File: src/rtl/fpu_pkg.sv
// Shared types for the parametrised floating-point add/subtract unit.
package fpu_pkg;

  typedef enum logic [3:0] {
    ST_NONE      = 4'b0000,
    ST_EXACT     = 4'b0001,
    ST_INEXACT   = 4'b0010,
    ST_OVERFLOW  = 4'b0100,
    ST_UNDERFLOW = 4'b1000
  } status_t;

  typedef enum logic [2:0] {
    S_IDLE, S_UNPACK, S_ALIGN, S_ADD, S_NORM, S_ROUND
  } state_t;

  typedef enum logic {
    OP_ADD = 1'b0,
    OP_SUB = 1'b1
  } op_t;

  function automatic int bias(input int exp_w);
    return (1 << (exp_w - 1)) - 1;
  endfunction

endpackage

File: src/rtl/fpu_lzc.sv
// Combinational leading-zero counter; an all-zero input returns W.
module fpu_lzc #(
  parameter  int W  = 8,
  localparam int CW = $clog2(W + 1)
) (
  input  logic [W-1:0]  din,
  output logic [CW-1:0] cnt
);

  // Scan upward so the highest set bit wins.
  always_comb begin
    cnt = CW'(W);
    for (int i = 0; i < W; i++)
      if (din[i]) cnt = CW'(W - 1 - i);
  end

endmodule

File: src/rtl/fpu_addsub_param.sv
// Multi-cycle floating-point add/subtract with RNE rounding and one-hot status.
// Each FSM state registers one datapath stage; done follows accept by five edges.
module fpu_addsub_param
  import fpu_pkg::*;
#(
  parameter  int EXP_W = 5,
  parameter  int MAN_W = 26,
  localparam int WIDTH = 1 + EXP_W + MAN_W
) (
  input  logic             clock100KHz,
  input  logic             reset,
  input  logic             start_in,
  input  logic             op_in,
  input  logic [WIDTH-1:0] op_a_in,
  input  logic [WIDTH-1:0] op_b_in,
  output logic             busy_out,
  output logic             done_out,
  output logic [WIDTH-1:0] data_out,
  output logic [3:0]       status_out
);

  localparam int SW = MAN_W + 5;  // carry, hidden, fraction, guard, round, sticky
  localparam int AW = MAN_W + 3;  // aligned significand plus guard and round
  localparam int XW = EXP_W + 2;
  localparam int LW = $clog2(SW);
  localparam logic [EXP_W-1:0]     EXP_RSV = '1;
  localparam logic [EXP_W-1:0]     EXP_SAT = EXP_W'((1 << EXP_W) - 2);
  localparam logic signed [XW-1:0] EXP_OVF = XW'((1 << EXP_W) - 1);

  state_t                 state;
  logic [WIDTH-1:0]       a_q, b_q;
  op_t                    op_q;
  logic                   sat_q, sgn_q, sub_q;
  logic [EXP_W-1:0]       diff_q;
  logic signed [XW-1:0]   exp_q;
  logic [MAN_W:0]         big_q, sml_q;
  logic [SW-1:0]          x_q, y_q, sum_q;
  logic [SW-2:0]          nrm_q;

  // unpack: zero operands compare as magnitude 0 so the swap keeps |big| >= |small|
  logic [EXP_W-1:0]       ea, eb;
  logic                   sa, sb, swap;
  logic [EXP_W+MAN_W-1:0] ma, mb;
  logic [MAN_W:0]         sig_a, sig_b;

  always_comb begin
    ea    = a_q[WIDTH-2 -: EXP_W];
    eb    = b_q[WIDTH-2 -: EXP_W];
    sa    = a_q[WIDTH-1];
    sb    = b_q[WIDTH-1] ^ (op_q == OP_SUB);
    ma    = (ea == '0) ? '0 : a_q[WIDTH-2:0];
    mb    = (eb == '0) ? '0 : b_q[WIDTH-2:0];
    sig_a = (ea == '0) ? '0 : {1'b1, a_q[MAN_W-1:0]};
    sig_b = (eb == '0) ? '0 : {1'b1, b_q[MAN_W-1:0]};
    swap  = mb > ma;
  end

  // align: shifted-out bits collapse into sticky
  logic [2*AW-1:0] wide;
  logic [AW-1:0]   al;
  logic            st;

  always_comb begin
    wide = {sml_q, 2'b00, {AW{1'b0}}} >> diff_q;
    if (int'(diff_q) > MAN_W + 2) begin
      al = '0;
      st = |sml_q;
    end else begin
      al = wide[2*AW-1 -: AW];
      st = |wide[AW-1:0];
    end
  end

  logic [LW-1:0] lz;

  fpu_lzc #(.W(SW - 1)) u_lzc (
    .din (sum_q[SW-2:0]),
    .cnt (lz)
  );

  // round: a normalised nonzero result always has the hidden or carry bit set
  logic                 g, r, s, lsb, up, zero, oflow, uflow;
  logic [MAN_W+1:0]     man;
  logic signed [XW-1:0] fexp;

  always_comb begin
    lsb   = nrm_q[3];
    g     = nrm_q[2];
    r     = nrm_q[1];
    s     = nrm_q[0];
    up    = g & (r | s | lsb);
    man   = {1'b0, nrm_q[SW-2:3]} + {{(MAN_W+1){1'b0}}, up};
    fexp  = exp_q + XW'(man[MAN_W+1]);
    zero  = ~|man[MAN_W+1:MAN_W];
    oflow = fexp >= EXP_OVF;
    uflow = fexp[XW-1] || (fexp == '0);
  end

  always_ff @(posedge clock100KHz) begin
    if (reset) begin
      state      <= S_IDLE;
      busy_out   <= 1'b0;
      done_out   <= 1'b0;
      data_out   <= '0;
      status_out <= ST_NONE;
    end else begin
      done_out <= 1'b0;
      case (state)
        S_IDLE: if (start_in && !done_out) begin
          a_q      <= op_a_in;
          b_q      <= op_b_in;
          op_q     <= op_t'(op_in);
          busy_out <= 1'b1;
          state    <= S_UNPACK;
        end
        S_UNPACK: begin
          sat_q  <= (ea == EXP_RSV) || (eb == EXP_RSV);
          sgn_q  <= swap ? sb : sa;
          sub_q  <= sa ^ sb;
          exp_q  <= XW'(swap ? eb : ea);
          diff_q <= swap ? eb - ea : ea - eb;
          big_q  <= swap ? sig_b : sig_a;
          sml_q  <= swap ? sig_a : sig_b;
          state  <= S_ALIGN;
        end
        S_ALIGN: begin
          x_q   <= {1'b0, big_q, 3'b000};
          y_q   <= {1'b0, al, st};
          state <= S_ADD;
        end
        S_ADD: begin
          sum_q <= sub_q ? x_q - y_q : x_q + y_q;
          state <= S_NORM;
        end
        S_NORM: begin
          if (sum_q[SW-1]) begin
            nrm_q <= {sum_q[SW-1:2], |sum_q[1:0]};
            exp_q <= exp_q + XW'(1);
          end else begin
            nrm_q <= sum_q[SW-2:0] << lz;
            exp_q <= exp_q - XW'(lz);
          end
          state <= S_ROUND;
        end
        S_ROUND: begin
          done_out <= 1'b1;
          busy_out <= 1'b0;
          state    <= S_IDLE;
          if (sat_q || (!zero && oflow)) begin
            data_out   <= {sgn_q, EXP_SAT, {MAN_W{1'b1}}};
            status_out <= ST_OVERFLOW;
          end else if (zero) begin
            data_out   <= '0;
            status_out <= ST_EXACT;
          end else if (uflow) begin
            data_out   <= {sgn_q, {(WIDTH-1){1'b0}}};
            status_out <= ST_UNDERFLOW;
          end else begin
            data_out   <= {sgn_q, fexp[EXP_W-1:0], man[MAN_W-1:0]};
            status_out <= (g | r | s) ? ST_INEXACT : ST_EXACT;
          end
        end
        default: state <= S_IDLE;
      endcase
    end
  end

endmodule

File: config.mk
export PLATFORM = sky130hd
export DESIGN_NAME = fpu_addsub_param
export DESIGN_NICKNAME = d
export VERILOG_FILES = /design/src/rtl/fpu_pkg.sv /design/src/rtl/fpu_lzc.sv /design/src/rtl/fpu_addsub_param.sv
export SDC_FILE = /design/constraint.sdc
export NUM_CORES = 1
export LEC_CHECK = 0
export ABC_CLOCK_PERIOD_IN_PS = 4400
export CAP_MARGIN = 40
export CORE_MARGIN = 1
export CORE_UTILIZATION = 25
export DETAILED_ROUTE_END_ITERATION = 16
export GPL_ROUTABILITY_DRIVEN = 0
export PLACE_DENSITY = 0.38
export SYNTH_ARGS = -nofsm -noshare
export SYNTH_HDL_FRONTEND = slang
export SYNTH_SLANG_ARGS = --single-unit
File: constraint.sdc
create_clock -name clock100KHz -period 4.4 [get_ports clock100KHz]
set_input_delay 1.32 -clock clock100KHz [delete_from_list [all_inputs] [get_ports clock100KHz]]
set_output_delay 1.32 -clock clock100KHz [all_outputs]
set_load 0.02 [all_outputs]
After elaboration in Yosys (flattened, before gate mapping):

Cells that the tools add are included.

* add/sub/neg operators: 8
* multipliers: 0
* divide/modulo/power cells: 0
* magnitude comparators: 3
* eq/ne operators: 8
* shifts and indexed selects: 2
* muxes and demuxes: 56
* bitwise gates (word level): 8
* reductions and logical operators: 23

Operator list (count)
* 31-bit two-way mux: 4
* 27-bit two-way mux: 4
* 5-bit two-way mux: 18
* 32-bit two-way mux: 2
* 58-bit by 5-bit right shift with 58-bit output: 1
* 4-bit two-way mux: 11
* 30-bit by 30-bit adder with 31-bit output: 1
* 31-bit greater-than comparator: 1
* 30-bit by 30-bit subtractor with 31-bit output: 1
* 30-bit by 5-bit << shifter with 30-bit output: 1
* 29-bit two-way mux: 1
* 29-bit OR reduction: 1
* 27-bit by 1-bit adder with 28-bit output: 1
* 27-bit OR reduction: 1
* 3-bit two-way mux: 5
* 3-bit one-hot mux with 5 select lines: 1
* 7-bit one-hot mux with 2 select lines: 1
* 2-bit AND reduction: 6
* 5-bit == test, second input constant: 2
* 5-bit zero test: 2
* 5-bit subtractor: 2
* 7-bit by 1-bit adder with 7-bit output: 1
* 7-bit by 2-bit adder with 7-bit output, second input constant: 1
* 7-bit by 6-bit greater-or-equal comparator with 1-bit output, second input constant: 1
* other kinds (22): 38

* register bits after elaboration: 293
* latch bits: 0
* memory bits (writable): 0
* memory bits (read-only): 0
* bits of input ports: 68
* output and inout port bits: 38
* logic and storage cells: 129
* memories: 0

Depth between registers and ports, before layout:

Gate-level depths: netlist (run 1).

* depth in word-level cells: 33
* mapped depth: 19
* depth with buffers taken out: 16

Modules after synthesis:

Synthesis (run 1) repeated with hierarchy kept, for this count alone.

* cells, all modules: 1897
* area, all modules: 18720.5 um^2

Modules (own cells, without submodules)
* fpu_addsub_param: times used 1, cells each 1840, area an instance 18408.9 um^2
* fpu_lzc: times used 1, cells each 57, area an instance 311.5 um^2

Worst setup path after synthesis (run 1):

OpenSTA, ideal clock, no wires.

* path kind: in2reg
* from: input reset
* to: register x_q[10], enable pin
* data arrival time: 3.943 ns
* path slack: -0.014 ns
* cell stages on the path: 3
* buffers on the path: 0
* cells stage by stage: nor2_1 -> nand2_1 -> nor2_1

* word-level cells in the longest chain between the ends: 2

RTL lines
* from (decl): line fpu_addsub_param.sv:11 `input logic reset,`
* 1-bit NOT (no source line)
* 2-bit AND reduction (no source line)
* to (signal assigned): line fpu_addsub_param.sv:127 `x_q <= {1'b0, big_q, 3'b000};`
* to (decl): line fpu_addsub_param.sv:37 `logic [SW-1:0] x_q, y_q, sum_q;`

Every way passes these cells.
A chain may end at the register's enable or synchronous reset.

Final worst setup path (run 1):

* from: register a_q[27]
* to: register big_q[11], data pin

* word-level cells in the longest chain between the ends: 4

RTL lines
* from (decl): line fpu_addsub_param.sv:31 `logic [WIDTH-1:0] a_q, b_q;`
* from (signal assigned): line fpu_addsub_param.sv:110 `a_q <= op_a_in;`
* 5-bit zero test: line fpu_addsub_param.sv:51, fpu_addsub_param.sv:53
* 31-bit two-way mux: line fpu_addsub_param.sv:51 `ma = (ea == '0) ? '0 : a_q[WIDTH-2:0];`
* 31-bit greater-than comparator: line fpu_addsub_param.sv:55 `swap = mb > ma;`
* 27-bit two-way mux *: line fpu_addsub_param.sv:122 `big_q <= swap ? sig_b : sig_a;`
* to (signal assigned): line fpu_addsub_param.sv:122
* to (decl): line fpu_addsub_param.sv:36 `logic [MAN_W:0] big_q, sml_q;`

Every way passes the cells marked *; elsewhere a longest branch is shown, timed or not.

==> results by group, run 1 <==
Synth
  • Post-synth ARST share: 0%
  • Yosys reg bits: 293
  • Post-synthesis sequential area ratio: 45.9%
  • Top-count cell post-synth: edfxtp_1
  • Post-Syn Nets: 2030
  • Number of synthesized flops with an enable pin: 252
  • Synth area leader: edfxtp_1
  • Netlist cell types: 85
  • Most instantiated cells after synthesis: 252 x edfxtp_1, 219 x nand2_1, 167 x o21ai_0, 130 x nor2_1, 119 x a21oi_1
  • Synth area leaders: edfxtp_1 41%, ha_1 7.0%, mux2i_1 4.7%
  • Mapped Area: 18300 sq um
  • Post-Syn Area per Cell: 9.85 sq um
  • Ys flop type: edfxtp_1
  • Yosys top cell area share: 41.4%
  • Syn Inst Count: 1855
  • Synth warnings: 0

Power and ir drop
  • VDD IR max: 0.230 mV
  • Power Density: 336 nW/um^2
  • Leak pwr: 0.00823 uW

Min path
  • WHS Endpoint: x_q[24]
  • Worst hold stages: 0
  • Worst hold path type: flip-flop to flip-flop
  • Hold Startpoint: big_q[21]

Clock network
  • Clock slew seen by the registers of the worst setup and hold paths: 0.06 ns
  • TritonCTS clock tree: yes
  • Worst-skew pair later-pin latency: 0.55 ns
  • TritonCTS Buffers: 39
  • Post-CTS Setup Inserts: 0
  • Bufs on Longest Clock Path: 3
  • H-Tree Depth: 2
  • Root buffer cell: clkbuf_16
  • Clk sink count: 293

Setup path
  • R2r endpoint: big_q[11]
  • CP Max Fanout: 68
  • Required time worst endpoint: 4.68 ns
  • Reg2reg setup slack: 0.37 ns
  • CP Class: flip-flop to flip-flop
  • Critical path data arrival time: 4.31 ns
  • RR Startpoint: a_q[27]
  • R2R depth: 14
  • Startpoint Class: flip-flop
  • CP Capture Type: flip-flop

Layout
  • Register Area: 8390 sq um
  • Final Instance Count excl. Fillers: 2931
  • Antenna cell count: 0
  • FILL cells: 7454
  • Share of layout cells above drive strength 1: 8.83%
  • Final #Nets: 2125
  • Final core occ: 30.4%
  • Area grow syn2layout: 19.8%
  • Multi-input gate area: 9100 sq um

Detailed routing
  • Vias: 14105
  • Post-route ant nets: 0
  • DR vias/cell: 4.81
  • WL final: 52.1 mm
  • Drt wl/cell: 17.8 um
  • Iteration-0 DRC count of the detailed router: 971
  • First-pass DRT Iterations: 5
  • Drc violations: 0

STA
  • Slew @ Worst Pin: 0.821 ns
  • F_max: 0.248 GHz
  • RSZ-0062 raised after global routing: no
  • Skew final: 0.0227 ns
  • Fin. Hold Viols: 0
  • Tcrit/Tclk final: 91.5%
  • Post-route setup TNS: 0 ns
  • Endpoints failing setup: 0
  • Slew headroom: 45.2%
  • Pins Over Slew Limit: 0
  • Final min period: 4.03 ns

Placement
  • IO buf count: 105
  • Placed insts: 2859
  • Dpl hpwl: 40.3 mm

Floorplan
  • I/O pin cnt: 106
  • Chip width: 272 um
  • Std cell rows: 98
  • Die Area: 74200 sq um
  • Initial core utilization: 25.4%
  • CORE AREA: 72000 sq um
  • DIE HEIGHT: 272 um

Global route
  • Number of global-route vias before repair: 13847
  • Global-route wire length before repair: 81.1 mm
  • Antenna violations before repair: 0
  • Largest net degree at the start of global routing: 69
  • Tot GR Track Use: 13.8%
  • Total gr overflow: 0

Flow run
  • MaxCap Viol Count: 0

Run status
  • Outcome: completed
## through the flow
stage	area, sq um	total power (uW)	hold WS (ns)	worst slack (ns)
2_1_floorplan	18300	3900	0.400	0.825
3_3_place_gp	20500	4230	0.407	0.115
3_5_place_dp	20600	4230	0.405	0.0195
4_1_cts	21900	7480	0.418	0.00838
5_1_grt	21900	7680	0.425	0.0119
6_report	21900	7350	0.416	0.374
## critical path, cell delays in order (launching register included)
cell and delay, ns:
edfxtp_1 0.54, nor3_1 0.37, nand3_4 0.31, buf_4 0.31, nand2_1 0.12, ha_1 0.13
nand4_1 0.11, nor3_1 0.39, o211ai_1 0.16, a21oi_1 0.31, nor3_1 0.14, nor2_4 0.14
buf_12 0.25, buf_12 0.27, o21ai_0 0.16
## cell usage in the layout, fill, tap and decap left out, types with 16 or more instances in the layout
cell             synthesis  final
and3_1                  18     17
nor2_1                 130    127
nor3_1                  33     31
xor2_1                  26     26
clkbuf_16                0     41
xnor2_1                 44     44
nand4_1                 18     18
mux4_2                  17     17
a21o_1                  22     22
inv_1                  112    111
dfxtp_1                 41     41
edfxtp_1               252    252
nand3_1                 64     62
a31oi_1                 16     16
a211oi_1                22     22
ha_1                   103    103
mux2i_1                 86     86
buf_4                    0     40
o21ai_0                167    166
clkdlybuf4s50_1          0    105
nor2b_1                 25     25
mux2_2                  17     17
a21oi_1                119    119
nand2_1                219    219
## timing repair
item,4_1_cts,5_1_grt
hold buffers,0,0
gates resized for setup,0,5
setup endpoints to repair,0,77
## report_power, final
group	internal, uW	switching [uW]
combinational	382	531
clock	1930	1260
sequential	3170	88.0
## worst max-delay path by stage
stage | from | to | slack (ns) | cells after the start
finish | a_q[27] | big_q[11] | 0.37 | 14
global route | b_q[26] | sml_q[16] | 0.01 | 18
CTS | b_q[26] | big_q[11] | 0.008 | 15
detailed placement | b_q[26] | big_q[11] | 0.02 | 15
global placement | b_q[26] | big_q[11] | 0.11 | 15
floorplan | nrm_q[2] | data_out[26] | 0.82 | 17
## layer usage
layer	up-vias	global-route usage (%)	part of all wire [%]
li1	6993	-	-
met1	6742	18.3	46
met2	301	23.6	49
met3	69	1.85	3.5
met4	0	3.70	2.1
met5	-	0	0
## registers in the layout, summed over array words and instances (netlist names), 3 cells and up
name / cells
exp_q: 7
nrm_q: 30
a_q: 32
diff_q: 5
status_out: 4
state: 3
x_q: 27
data_out: 32
sml_q: 27
big_q: 27
b_q: 32
sum_q: 31
y_q: 30
## layout make-up
type	instances	share of cell area, %
clock buffer	51	4.95
inverter	117	2.01
timing repair buffer	151	6.75
clock inverter	21	0.994
sequential	293	38.3
tap	950	5.43
multi-input combinational	1348	41.6
## cell families after synthesis
group / count (synthesis) / share of synthesized area, %
simple gates: 571 / 14.3
compound gates: 477 / 16.2
flops: 293 / 45.9
buf+inv: 214 / 4.58
mux: 123 / 8.15
fa+ha+maj: 107 / 7.49
xor+xnor: 70 / 3.35
Note: power is estimated with default switching activity, not from simulation.
==> inputs of run 2 (changes only) <==
- CORE_UTILIZATION: 25 -> 45
- PLACE_DENSITY: 0.38 -> 0.62
==> run 2 against run 1 <==
Effect of this change:
- sequential share of layout area rose by 1.6 points
- setup slack got worse by 0.020 ns
- clock skew fell by 0.014 ns
- sequential power barely moved
- core utilization rose by 22 points
- highest routed layer unchanged
==> results by group, run 2 (synthesis results as in run 1) <==
Setup path
  • Critical path data arrival time: 4.50 ns (+0.19 ns)
  • CP Class: flip-flop to flip-flop
  • Slowest stage cell, crit path: or4_1
  • R2r endpoint: data_out[0]
  • CP Max Fanout: 26 (-62%)
  • RR Startpoint: nrm_q[3]
  • Startpoint Class: flip-flop
  • R2R depth: 17 (+3)
  • CP peak stage delay: 0.47 ns (-0.07 ns)
  • Largest delay share family, worst path: simple AND/OR/NAND/NOR gates
  • Required time worst endpoint: 4.85 ns (+0.17 ns)
  • CP cell instances: nand3_1 -> nor3_2 -> nand4_1 -> nor2_4 -> nand2_1 -> nor3_1 -> ha_1 -> ha_1 -> nand3_1 -> xnor2_1 -> or4_1 -> o21ai_0 -> inv_1 -> and2_0 -> buf_4 -> a21boi_0 -> nor2_1
  • Reg2reg setup slack: 0.35 ns (-0.02 ns)
  • CP Capture Type: flip-flop
  • Buffers & Inverters on Critical Path: 2 (-1)

Detailed routing
  • Drt wl/cell: 17.6 um (-0.88%)
  • Vias: 14246 (+1.0%)
  • DR vias/cell: 5.75 (+20%)
  • Drc violations: 0 (unchanged)
  • Iteration-0 DRC count of the detailed router: 1041 (+7.2%)
  • First-pass DRT Iterations: 5 (unchanged)
  • WL final: 43.6 mm (-16%)
  • Post-route ant nets: 0 (unchanged)

Layout
  • Multi-input gate area: 9090 sq um (-0.11%)
  • Share of layout cells above drive strength 1: 7.48% (-1.4 points)
  • Register Area: 8390 sq um (unchanged)
  • Antenna cell count: 0 (unchanged)
  • Commonest non-fill, non-tap cell in the layout: edfxtp_1
  • FILL cells: 3533 (-53%)
  • Post-route cell area: 21000 sq um (-4.1%)
  • Area grow syn2layout: 14.9%
  • Most frequent cells in the layout: 252 x edfxtp_1, 219 x nand2_1, 167 x o21ai_0, 126 x nor2_1, 119 x a21oi_1
  • Final #Nets: 2103 (-1.0%)
  • Top Registers: a_q x32, b_q x32, data_out x32

STA
  • Slew @ Worst Pin: 0.872 ns (+0.0507 ns)
  • Tcrit/Tclk final: 92.0% (+0.46 points)
  • Pins Over Slew Limit: 0 (unchanged)
  • Fin. Hold Viols: 0 (unchanged)
  • Endpoints failing setup: 0 (unchanged)
  • Hold_ws: 0.417 ns (+0.00167 ns)
  • F_max: 0.247 GHz (-0.50%)
  • Final min period: 4.05 ns (+0.0202 ns)
  • Skew final: 0.00841 ns (-0.0142 ns)
  • RSZ-0062 raised after global routing: no
  • Slew headroom: 41.9% (-3.3 points)
  • Post-route setup TNS: 0 ns (unchanged)

Clock network
  • TritonCTS clock tree: yes
  • TritonCTS Buffers: 31 (-21%)
  • Root buffer cell: clkbuf_16
  • Worst-skew pair later-pin latency: 0.56 ns (about the same)
  • Clk sink count: 293 (unchanged)
  • Clock slew seen by the registers of the worst setup and hold paths: 0.06 ns (about the same)
  • H-Tree Depth: 1 (-1)
  • Bufs on Longest Clock Path: 3 (unchanged)
  • Hold-fix buffers, CTS: 0 (unchanged)

Floorplan
  • Std cell rows: 73 (-26%)
  • CORE AREA: 39900 sq um (-45%)
  • Initial core utilization: 45.8% (+20 points)
  • I/O pin cnt: 106 (unchanged)
  • DIE HEIGHT: 204 um (-25%)
  • Die Area: 41400 sq um (-44%)
  • Chip width: 204 um (-25%)

Min path
  • Hold Startpoint: big_q[10]
  • WHS Endpoint: x_q[13]
  • Worst hold stages: 0 (unchanged)
  • Worst hold path type: flip-flop to flip-flop

Power and ir drop
  • VDD IR max: 0.288 mV (+25%)
  • Power Density: 325 nW/um^2 (-3.2%)
  • Leak pwr: 0.00804 uW (-2.4%)

Global route
  • Tot GR Track Use: 20.8% (+7.0 points)
  • Global-route wire length before repair: 69.9 mm (-14%)
  • Number of global-route vias before repair: 13539 (-2.2%)
  • Largest net degree at the start of global routing: 73 (+5.8%)
  • Total gr overflow: 0 (unchanged)
  • Antenna violations before repair: 0 (unchanged)

Placement
  • Placed Instance Area: 19900 sq um (-3.2%)
  • IO buf count: 105 (unchanged)
  • Dpl hpwl: 33.3 mm (-17%)

Flow run
  • MaxCap Viol Count: 0 (unchanged)

Run status
  • Outcome: completed
## run 2: changes by cell type in the layout (fill, tap and decap cells not counted), moves of 2 or more
cell / change
buf_4: -13
clkbuf_16: -10
bufinv_16: +3
clkbuf_1: -3
clkbuf_8: -2
clkinv_2: -2
inv_6: -2
## run 2: per-layer routing
layer  up-vias  GRT usage, %  wire length, um  share of wire, %
met5         -             0                0                 0
met4         0          8.49             1630               3.7
met3       127          2.73             2180               5.0
met2       454          33.9            20400                47
met1      6732          28.1            19400                44
li1       6933             -                -                 -
## run 2: area by class of cell
cell class / instances / area share [%]
Timing Repair Buffer: 137 / 6.48
Sequential cell: 293 / 39.9
Tap cell: 525 / 3.13
Inverter: 117 / 2.09
Multi-Input combinational cell: 1348 / 43.3
Clock inverter: 20 / 1.26
Clock buffer: 36 / 3.78
## run 2: stage by stage
| stage | utilization (%) | total power, uW | instances | setup WS, ns |
|---|---|---|---|---|
| floorplan | - | 3900 | 1855 | 0.825 |
| global placement | 49.8 | 4170 | 2418 | 0.253 |
| detailed placement | 49.9 | 4190 | 2419 | 0.141 |
| CTS | 52.6 | 6900 | 2475 | 0.110 |
| global route | 52.6 | 7110 | 2476 | 0.000807 |
| finish | 52.6 | 6820 | 2476 | 0.354 |
## run 2: worst max-delay path by stage
| stage | from | end | slack, ns | depth (start not counted) |
|---|---|---|---|---|
| floorplan | nrm_q[2] | data_out[26] | 0.82 | 17 |
| global placement | nrm_q[2] | data_out[0] | 0.25 | 17 |
| detailed placement | nrm_q[2] | data_out[0] | 0.14 | 17 |
| CTS | nrm_q[2] | data_out[0] | 0.11 | 17 |
| global route | nrm_q[3] | data_out[0] | 0.0008 | 17 |
| finish | nrm_q[3] | data_out[0] | 0.35 | 17 |
## run 2: report_power, final
group          total (uW)  internal, uW  switching, uW
Sequential           3250          3160           83.1
Combinational         891           376            515
Clock                2680          1640           1040
Total                6820          5180           1640
## run 2: timing repair
| action | in CTS | in global routing |
|---|---|---|
| buffers inserted | 0 | 1 |
| gates resized for setup | 0 | 3 |
| endpoints found under the setup margin | 0 | 31 |
==> inputs of run 3 (changes only) <==
- GPL_TIMING_DRIVEN: default -> 1
==> results of run 3 <==
The final DEF is identical to that of run 2; final timing and power are the same.
